`src/rtl/rob_pkg.sv`:
```
// rob_pkg: shared widths for the reorder buffer.
//   DataLength    - highest bit of a result value
//   PcLength      - highest bit of a PC / tag
//   OpcodeLength  - highest bit of an opcode
//   RegAddrLength - highest bit of a register index
package rob_pkg;

    localparam int DataLength    = 31;
    localparam int PcLength      = 31;
    localparam int OpcodeLength  = 6;
    localparam int RegAddrLength = 4;

endpackage

```
`src/rtl/rob.sv`:
```
// rob: reorder buffer, a circular queue of in-flight instructions.
// Allocates in program order from the decoder, captures ALU results by PC tag,
// retires the head in order and flushes everything on a mispredicted jump.
// Ports:
//   clk, rst                  clock, synchronous active-high reset
//   *_from_dc                 dispatch request (is_empty low = valid), pc/op/rd
//   *_from_alu                write-back (is_empty low = valid), tag/data/jump/target
//   is_ready_to_iq            registered: dispatch may proceed
//   is_commit_to_rs, commit_* one-cycle retire strobe with pc/data/rd
//   is_exception_to_rs        one-cycle flush strobe, target_pc_to_if = redirect
module rob
    import rob_pkg::*;
#(
    parameter int RobLength     = 15,
    parameter int PointerLength = 3
) (
    input  logic                   clk,
    input  logic                   rst,
    input  logic                   is_empty_from_dc,
    input  logic [OpcodeLength:0]  op_from_dc,
    input  logic [PcLength:0]      pc_from_dc,
    input  logic [RegAddrLength:0] rd_from_dc,
    input  logic                   is_empty_from_alu,
    input  logic [PcLength:0]      pc_from_alu,
    input  logic [DataLength:0]    data_from_alu,
    input  logic                   is_jump_from_alu,
    input  logic [PcLength:0]      target_pc_from_alu,
    output logic                   is_ready_to_iq,
    output logic                   is_commit_to_rs,
    output logic [PcLength:0]      commit_pc_to_rs,
    output logic [DataLength:0]    commit_data_to_rs,
    output logic [RegAddrLength:0] commit_rd_to_rf,
    output logic                   is_exception_to_rs,
    output logic [PcLength:0]      target_pc_to_if
);

    localparam int PtrW = PointerLength + 1;
    localparam int CntW = PointerLength + 2;
    localparam logic [PtrW-1:0] LastIdx  = PtrW'(RobLength);
    localparam logic [CntW-1:0] FullCnt  = CntW'(RobLength + 1);
    localparam logic [CntW-1:0] ReadyMax = CntW'(RobLength - 2);

    // Entry state
    logic [RobLength:0]     busy_q, busy_d, done_q, done_d, jump_q, jump_d;
    logic [PcLength:0]      pc_q     [0:RobLength];
    logic [PcLength:0]      pc_d     [0:RobLength];
    logic [OpcodeLength:0]  op_q     [0:RobLength];
    logic [OpcodeLength:0]  op_d     [0:RobLength];
    logic [RegAddrLength:0] rd_q     [0:RobLength];
    logic [RegAddrLength:0] rd_d     [0:RobLength];
    logic [DataLength:0]    data_q   [0:RobLength];
    logic [DataLength:0]    data_d   [0:RobLength];
    logic [PcLength:0]      target_q [0:RobLength];
    logic [PcLength:0]      target_d [0:RobLength];

    logic [PtrW-1:0] head_q, head_d, tail_q, tail_d;
    logic [CntW-1:0] count_q, count_d;

    // Registered outputs
    logic                   ready_q, ready_d;
    logic                   commit_q, commit_d;
    logic [PcLength:0]      commit_pc_q, commit_pc_d;
    logic [DataLength:0]    commit_data_q, commit_data_d;
    logic [RegAddrLength:0] commit_rd_q, commit_rd_d;
    logic                   exc_q, exc_d;
    logic [PcLength:0]      redirect_q, redirect_d;

    logic alloc_s, commit_s, flush_s;

    // Next-state: write-back, commit/flush, allocation, count and ready
    always_comb begin
        busy_d   = busy_q;
        done_d   = done_q;
        jump_d   = jump_q;
        pc_d     = pc_q;
        op_d     = op_q;
        rd_d     = rd_q;
        data_d   = data_q;
        target_d = target_q;
        head_d   = head_q;
        tail_d   = tail_q;
        count_d  = count_q;
        commit_d      = 1'b0;
        exc_d         = 1'b0;
        commit_pc_d   = commit_pc_q;
        commit_data_d = commit_data_q;
        commit_rd_d   = commit_rd_q;
        redirect_d    = redirect_q;

        // Commit looks only at registered flags, so a result written back
        // this cycle cannot retire until the following cycle.
        commit_s = busy_q[head_q] & done_q[head_q];
        flush_s  = commit_s & jump_q[head_q];
        alloc_s  = ~is_empty_from_dc & (count_q < FullCnt);

        // Tag-matched write-back; unmatched tags are stale and dropped
        if (!is_empty_from_alu) begin
            for (int i = 0; i <= RobLength; i++) begin
                if (busy_q[i] && (pc_q[i] == pc_from_alu)) begin
                    done_d[i]   = 1'b1;
                    data_d[i]   = data_from_alu;
                    jump_d[i]   = is_jump_from_alu;
                    target_d[i] = target_pc_from_alu;
                end else begin
                    done_d[i]   = done_d[i];
                end
            end
        end else begin
            done_d = done_d;
        end

        if (commit_s) begin
            commit_d      = 1'b1;
            commit_pc_d   = pc_q[head_q];
            commit_data_d = data_q[head_q];
            commit_rd_d   = rd_q[head_q];
            if (flush_s) begin
                // Flush wins over this cycle's allocate and write-back
                exc_d      = 1'b1;
                redirect_d = target_q[head_q];
                busy_d     = '0;
                done_d     = '0;
                head_d     = '0;
                tail_d     = '0;
            end else begin
                busy_d[head_q] = 1'b0;
                done_d[head_q] = 1'b0;
                head_d = (head_q == LastIdx) ? '0 : head_q + PtrW'(1);
            end
        end else begin
            commit_d = 1'b0;
        end

        if (alloc_s && !flush_s) begin
            busy_d[tail_q] = 1'b1;
            done_d[tail_q] = 1'b0;
            jump_d[tail_q] = 1'b0;
            pc_d[tail_q]   = pc_from_dc;
            op_d[tail_q]   = op_from_dc;
            rd_d[tail_q]   = rd_from_dc;
            tail_d = (tail_q == LastIdx) ? '0 : tail_q + PtrW'(1);
        end else begin
            tail_d = tail_d;
        end

        if (flush_s) begin
            count_d = '0;
        end else if (alloc_s && !commit_s) begin
            count_d = count_q + CntW'(1);
        end else if (!alloc_s && commit_s) begin
            count_d = count_q - CntW'(1);
        end else begin
            count_d = count_q;
        end

        // Two-slot margin absorbs the one-cycle lag of this registered flag
        ready_d = (count_d <= ReadyMax);
    end

    // State and output registers with synchronous reset
    always_ff @(posedge clk) begin
        if (rst) begin
            busy_q  <= '0;
            done_q  <= '0;
            jump_q  <= '0;
            for (int i = 0; i <= RobLength; i++) begin
                pc_q[i]     <= '0;
                op_q[i]     <= '0;
                rd_q[i]     <= '0;
                data_q[i]   <= '0;
                target_q[i] <= '0;
            end
            head_q        <= '0;
            tail_q        <= '0;
            count_q       <= '0;
            ready_q       <= 1'b1;
            commit_q      <= 1'b0;
            commit_pc_q   <= '0;
            commit_data_q <= '0;
            commit_rd_q   <= '0;
            exc_q         <= 1'b0;
            redirect_q    <= '0;
        end else begin
            busy_q        <= busy_d;
            done_q        <= done_d;
            jump_q        <= jump_d;
            pc_q          <= pc_d;
            op_q          <= op_d;
            rd_q          <= rd_d;
            data_q        <= data_d;
            target_q      <= target_d;
            head_q        <= head_d;
            tail_q        <= tail_d;
            count_q       <= count_d;
            ready_q       <= ready_d;
            commit_q      <= commit_d;
            commit_pc_q   <= commit_pc_d;
            commit_data_q <= commit_data_d;
            commit_rd_q   <= commit_rd_d;
            exc_q         <= exc_d;
            redirect_q    <= redirect_d;
        end
    end

    assign is_ready_to_iq     = ready_q;
    assign is_commit_to_rs    = commit_q;
    assign commit_pc_to_rs    = commit_pc_q;
    assign commit_data_to_rs  = commit_data_q;
    assign commit_rd_to_rf    = commit_rd_q;
    assign is_exception_to_rs = exc_q;
    assign target_pc_to_if    = redirect_q;

endmodule

```
`config.mk`:
```
export PLATFORM = sky130hd
export DESIGN_NAME = rob
export DESIGN_NICKNAME = d
export VERILOG_FILES = /design/src/rtl/rob_pkg.sv /design/src/rtl/rob.sv
export SDC_FILE = /design/constraint.sdc
export NUM_CORES = 2
export LEC_CHECK = 0
export CORE_ASPECT_RATIO = 0.6
export CORE_MARGIN = 2
export CORE_UTILIZATION = 35
export DETAILED_ROUTE_END_ITERATION = 7
export GPL_TIMING_DRIVEN = 0
export SLEW_MARGIN = 15
export SYNTH_ARGS = -nofsm -noshare
export SYNTH_HDL_FRONTEND = slang
export SYNTH_SLANG_ARGS = --single-unit
```
`constraint.sdc`:
```
create_clock -name clk -period 5.9 [get_ports clk]
set_input_delay 0.59 -clock clk [delete_from_list [all_inputs] [get_ports clk]]
set_output_delay 0.59 -clock clk [all_outputs]
set_load 0.05 [all_outputs]
```
Word-level counts from Yosys, hierarchy flattened
Cells that the tools add are included.
{"block": "totals", "input_bits": 145, "latchBits": 0, "n_memories": 0, "reg_bits": 1781, "mem_bits_rw": 0, "out_inout_bits": 104, "mem_bits_ro": 0, "wordCells": 249}
{"block": "op_classes", "order_cmp": 9, "n_addsub": 4, "muxes": 80, "div_mod_pow": 0, "multipliers": 0, "n_bitwise": 15, "reduce_logical": 46, "n_eq_ne": 18, "n_shift": 0}
{"cell": "bitwise mux 512 bit", "count": 1}
{"cell": "equality test 32 bit", "count": 16}
{"cell": "binary-select mux 32 bit (select 4 bit)", "count": 3}
{"cell": "2-to-1 mux 32 bit", "count": 7}
{"cell": "2-to-1 mux 16 bit", "count": 9}
{"cell": "demux 32 bit (select 4 bit)", "count": 1}
{"cell": "bitwise mux 80 bit", "count": 1}
{"cell": "bitwise AND 16 bit", "count": 4}
{"cell": "2-to-1 mux 1 bit", "count": 39}
{"cell": "AND reduction 2 bit", "count": 18}
{"cell": "NOT 16 bit", "count": 2}
{"cell": "2-to-1 mux 5 bit", "count": 6}
{"cell": "2-to-1 mux 4 bit", "count": 6}
{"cell": "logical AND 1 bit", "count": 22}
{"cell": "binary-select mux 5 bit (select 4 bit)", "count": 1}
{"cell": "demux 5 bit (select 4 bit)", "count": 1}
{"cell": "bitwise OR 16 bit", "count": 1}
{"cell": "binary-select mux 1 bit (select 4 bit)", "count": 3}
{"cell": ">= comparator 5 bit, second input constant", "count": 2}
{"cell": "< comparator 4 x 5 -> 1 bit, second input constant", "count": 2}
{"cell": "NOT 4 -> 5 bit", "count": 2}
{"cell": "adder 4 x 1 -> 4 bit, second input constant", "count": 2}
{"cell": "demux 1 bit (select 4 bit)", "count": 2}
{"cell": "equality test 4 bit, second input constant", "count": 2}
{"cell": "other kinds (11)", "count": 19}

Depth between registers and ports, before layout
{"block": "depth", "ltp_word": 10, "mapped_depth": 13, "ltp_nobuf": 8}

Worst setup path before layout
OpenSTA, ideal clock, no wires.
{"block": "synth_path", "path_type": "flip-flop to flip-flop", "startpoint": "register head_q[0]", "endpoint": "register commit_pc_q[31] (netlist: commit_pc_to_rs[31])", "setup_ns": 0.132, "path_buffers": 5, "arrival_ns": 2.439, "period_less_slack_ns": 2.571, "required_time_ns": 5.768, "setup_slack_ns": 3.329, "stages_incl_launch_ff": 10, "cell_sequence": "dfxtp_1 buf_6 buf_6 buf_2 clkbuf_1 buf_2 mux4_2 mux4_2 nand2_1 a21oi_1"}
{"block": "synth_between", "elab_chain_cells": 4, "elab_cells_between_ends": 9, "cone_classes": "mux (7); bitwise (2)"}
{"item": "start: declaration", "line_no": "rob.sv:56", "source": "logic [PtrW-1:0] head_q, head_d, tail_q, tail_d;"}
{"item": "start signal: assignment", "line_no": "rob.sv:173", "source": "head_q <= '0;"}
{"item": "start signal: assignment", "line_no": "rob.sv:192", "source": "head_q <= head_d;"}
{"item": "NOT 4 -> 5 bit (implied by the code)", "line_no": "rob.sv:114", "source": "commit_pc_d = pc_q[head_q];"}
{"item": "binary-select mux 32 bit (select 4 bit)", "line_no": "rob.sv:114"}
{"item": "2-to-1 mux 32 bit (implied by the code) (2 in series)", "line_no": "rob.sv:114"}
{"item": "end signal: assignment", "line_no": "rob.sv:197", "source": "commit_pc_q <= commit_pc_d;"}
{"item": "end: declaration", "line_no": "rob.sv:62", "source": "logic [PcLength:0] commit_pc_q, commit_pc_d;"}
Parallel ways exist; a longest one is shown, timed or not. The select of a mux whose other input is x is not followed.
A chain may end at the register's enable or synchronous reset.

Worst setup path after layout
{"block": "layout_path", "startpoint": "register head_q[0]", "endpoint": "register commit_pc_q[28] (netlist: commit_pc_to_rs[28])"}
Same word-level chain as after synthesis.

==> run_results.csv <==
group,metric,value,unit
sta,skew,0.131,ns
detailed_routing,vias,73100,
sta,slew_headroom,4.34,%
pwr,ir_worst_vdd,0.000239,V
cts,cts_resized,0,
worst_setup_path,crit_required,6.57,ns
detailed_routing,vias_per_cell,5.93,
global_routing,grt_pass1_wl,505000,um
final_layout,seq_area,35700,um2
yosys,netlist_area,81000,um2
yosys,synth_top_family_by_area,"multiplexers",
cts,cts_setup_buffers,0,
yosys,ys_seq_area_share,44.0,%
yosys,yosys.area.top_type,"dfxtp_1",
sta,fin_tns_setup,0,ns
worst_setup_path,crit_buf_inv,5,
global_routing,grt_use_met3,14.1,%
cts,cts-htree-levels,4,
global_routing,grt_util_all_layers,30.0,%
global_routing,grt_max_degree,16,
global_routing,grt_antenna_before_repair,67,
floorplan,coreArea,230000,um2
floorplan,initial_utilization,35.3,%
floorplan,die_x,625,um
yosys,synth_top_cell_area_share,44.0,%
yosys,synth.avg_cell_area,9.17,um2
detailed_routing,first_pass_iters,6,
yosys,ys_warn_count,0,
global_routing,grt_busiest_layer,"met1",
sta,rsz0062_at_grt,"no",
detailed_routing,drc,0,
floorplan,num_io_pins,249,
yosys,synth_compound_area_share,8.06,%
yosys,synth_edf_count,0,
sta,hold_viol_final,0,
worst_hold_path,hold_path.class,"input port to register",
worst_setup_path,ff2ff_setup_slack,0.97,ns
final_layout,final_cells,12300,
yosys,syn_inst,8834,
cts,clock-root-buffer,"clkbuf_16",
yosys,ys_types,43,
worst_setup_path,cp-start-kind,"register",
yosys,syn_nets,8989,
placement,place.port_buffers,107,
outcome,outcome,"finished, final reports clean",
global_routing,grt_pass1_vias,66900,
global_routing,gr-usage-met1,42.8,%
pwr,power_density,278,nW/um2
yosys,synth_area_leaders,"dfxtp_1, mux4_2, nand2_1",
cts,cts_buffers,178,
sta,finalCriticalPeriod,4.93,ns
yosys,synth-seq-cells,1781,
sta,setup_slack,0.972,ns
cts,clkTransAtPathRegs,0.07,ns
yosys,async_reset_ff_share,0,%
sta,maxSlewViolCount,0,
sta,timing.fmax,203,MHz
yosys,synth-adder-area-share,0.154,%
yosys,synth_mux_area_share,20.9,%
worst_setup_path,critPathTopFamily,"buffers and inverters",
detailed_routing,ant_nets,0,
placement,place_ws,0.735,ns
final_layout,n_fill_cell,22500,
worst_setup_path,worstSetupPathType,"register to register",
final_layout,drive_gt1_share,12.6,%
cts,ctsHoldBuffers,0,
sta,setup_violations,0,
worst_setup_path,slowest_delay,1.10,ns
final_layout,area_delta_synth_final,13.5,%
yosys,synth-xor-area-share,5.58,%
yosys,yosysMostFrequentCell,"nand2_1",
cts,clk_latency,0.91,ns
floorplan,num_rows,136,
global_routing,grtUsageMet2,39.1,%
placement,dpl.cell_count,12000,
placement,dp_hpwl,283000,um
cts,clock-sinks,1781,
pwr,leakagePower,32.3,nW
detailed_routing,wl,368000,um
yosys,yosys-top-cells-count,"nand2_1, dfxtp_1, a21oi_1, nor2_1, mux2i_1",
detailed_routing,wl_per_cell,29.8,um
worst_setup_path,end_kind,"register",
worst_setup_path,slowest_stage,"clkbuf_1",
job,cap_violations,0,
worst_setup_path,worst-path-max-fanout,10,
worst_setup_path,cp_data_arrival_time,5.60,ns
placement,routabilityCongestion,1.10,
global_routing,grt_overflow_total,0,
floorplan,die_h,377,um
worst_setup_path,path_cells,"buf_6 -> buf_6 -> buf_2 -> clkbuf_1 -> buf_2 -> mux4_2 -> mux4_2 -> nand2_1 -> a21oi_1",
final_layout,final_util,40.1,%
final_layout,nNetsFinal,9280,
floorplan,die_area,235000,um2
final_layout,multiInputGateArea,41100,um2
detailed_routing,first_iter_violations,11100,
sta,min_period_over_period,83.5,%
cts,cts_tree,"yes",
yosys,yosys.area_share.simple,16.0,%
cts,cts_buffer_depth,4,
sta,worst_pin_slew,1.43,ns
yosys,ys.flop_type,"dfxtp_1",
[metrics by stage]
step | hold WS, ns | cell area (um2) | total power, mW
2_1_floorplan | 0.429 | 81000 | 13.1
3_3_place_gp | 0.434 | 85900 | 13.7
3_5_place_dp | 0.440 | 86000 | 13.8
4_1_cts | 0.0338 | 91800 | 25.4
5_1_grt | 0.0756 | 91900 | 26.0
6_report | 0.0618 | 91900 | 25.5
[power breakdown]
group / total, mW / switching [mW] / internal [mW]
logic: 1.49 / 1.17 / 0.316
clock network: 12.0 / 5.27 / 6.68
registers: 12.1 / 0.0469 / 12.1
[per-layer routing]
metal  share of wire [%]  wire length [um]  vias up
met3                  17             61500      709
met2                  38            140000     5481
met1                  42            153000    36400
met5               0.078               287        -
li1                    -                 -    30500
met4                 3.4             12600       38
[tightest hold or removal path, stage by stage]
cell,delay [ns]
clkbuf_1,0.18
nand2_1,0.10
a21oi_1,0.06
[registers in the layout (all words and copies together), names as in the netlist, 4 cells and up]
| register | cells |
|---|---|
| busy_q | 16 |
| commit_data_to_rs | 32 |
| jump_q | 16 |
| commit_pc_to_rs | 32 |
| tail_q | 4 |
| target_pc_to_if | 32 |
| head_q | 4 |
| rd_q | 80 |
| pc_q | 512 |
| count_q | 5 |
| target_q | 512 |
| commit_rd_to_rf | 5 |
| data_q | 512 |
| done_q | 16 |
[worst paths after layout]
kind / from / endpoint / cells past startpoint
worst max-delay path: head_q[0] / commit_pc_to_rs[28] / 9
worst min-delay path: rd_from_dc[3] / rd_q[8] / 3
worst max register to register: head_q[0] / commit_pc_to_rs[28] / 9
worst min register to register: target_q[41] / target_q[41] / 2
[layout by cell type, fill, tap and decap left out, drive strengths merged, types with 10 or more instances in the layout]
cell	Yosys	layout
nand2	2433	2433
dfxtp	1781	1781
a21oi	1244	1244
clkbuf	512	772
nor2	537	537
mux2i	529	529
mux4	517	517
xnor2	447	447
buf	408	411
nand4	128	128
clkdlybuf4s50	0	107
xor2	69	69
nor3	50	50
diode	0	47
inv	22	28
nor4	26	26
clkinv	0	26
nand3	23	23
o21ai	19	19
nor4b	15	15
and4	15	15
bufinv	0	12
o22ai	10	10
ha	10	10
[kinds of logic (layout without fill, tap and decap cells)]
logic type               count (synthesis)  in the layout
AND/OR/NAND/NOR                       3248           3248
flip-flops                            1781           1781
AO/OA/AOI/OAI                         1291           1291
multiplexers                          1046           1046
buffers and inverters                  942           1361
XOR/XNOR                               516            516
adder cells (fa/ha/maj)                 10             10
other                                    0             47
[area by class of cell]
cell class,instances,area share (%)
clock inverters,49,0.646
clock buffers,259,5.70
plain buffers,920,4.60
inverters,22,0.0898
multi-input cells,6111,44.7
flip-flops and latches,1781,38.8
repair buffers,111,1.25
well taps,3036,4.13
diodes,47,0.128
No activity file was read; power rests on OpenSTA's default activity.
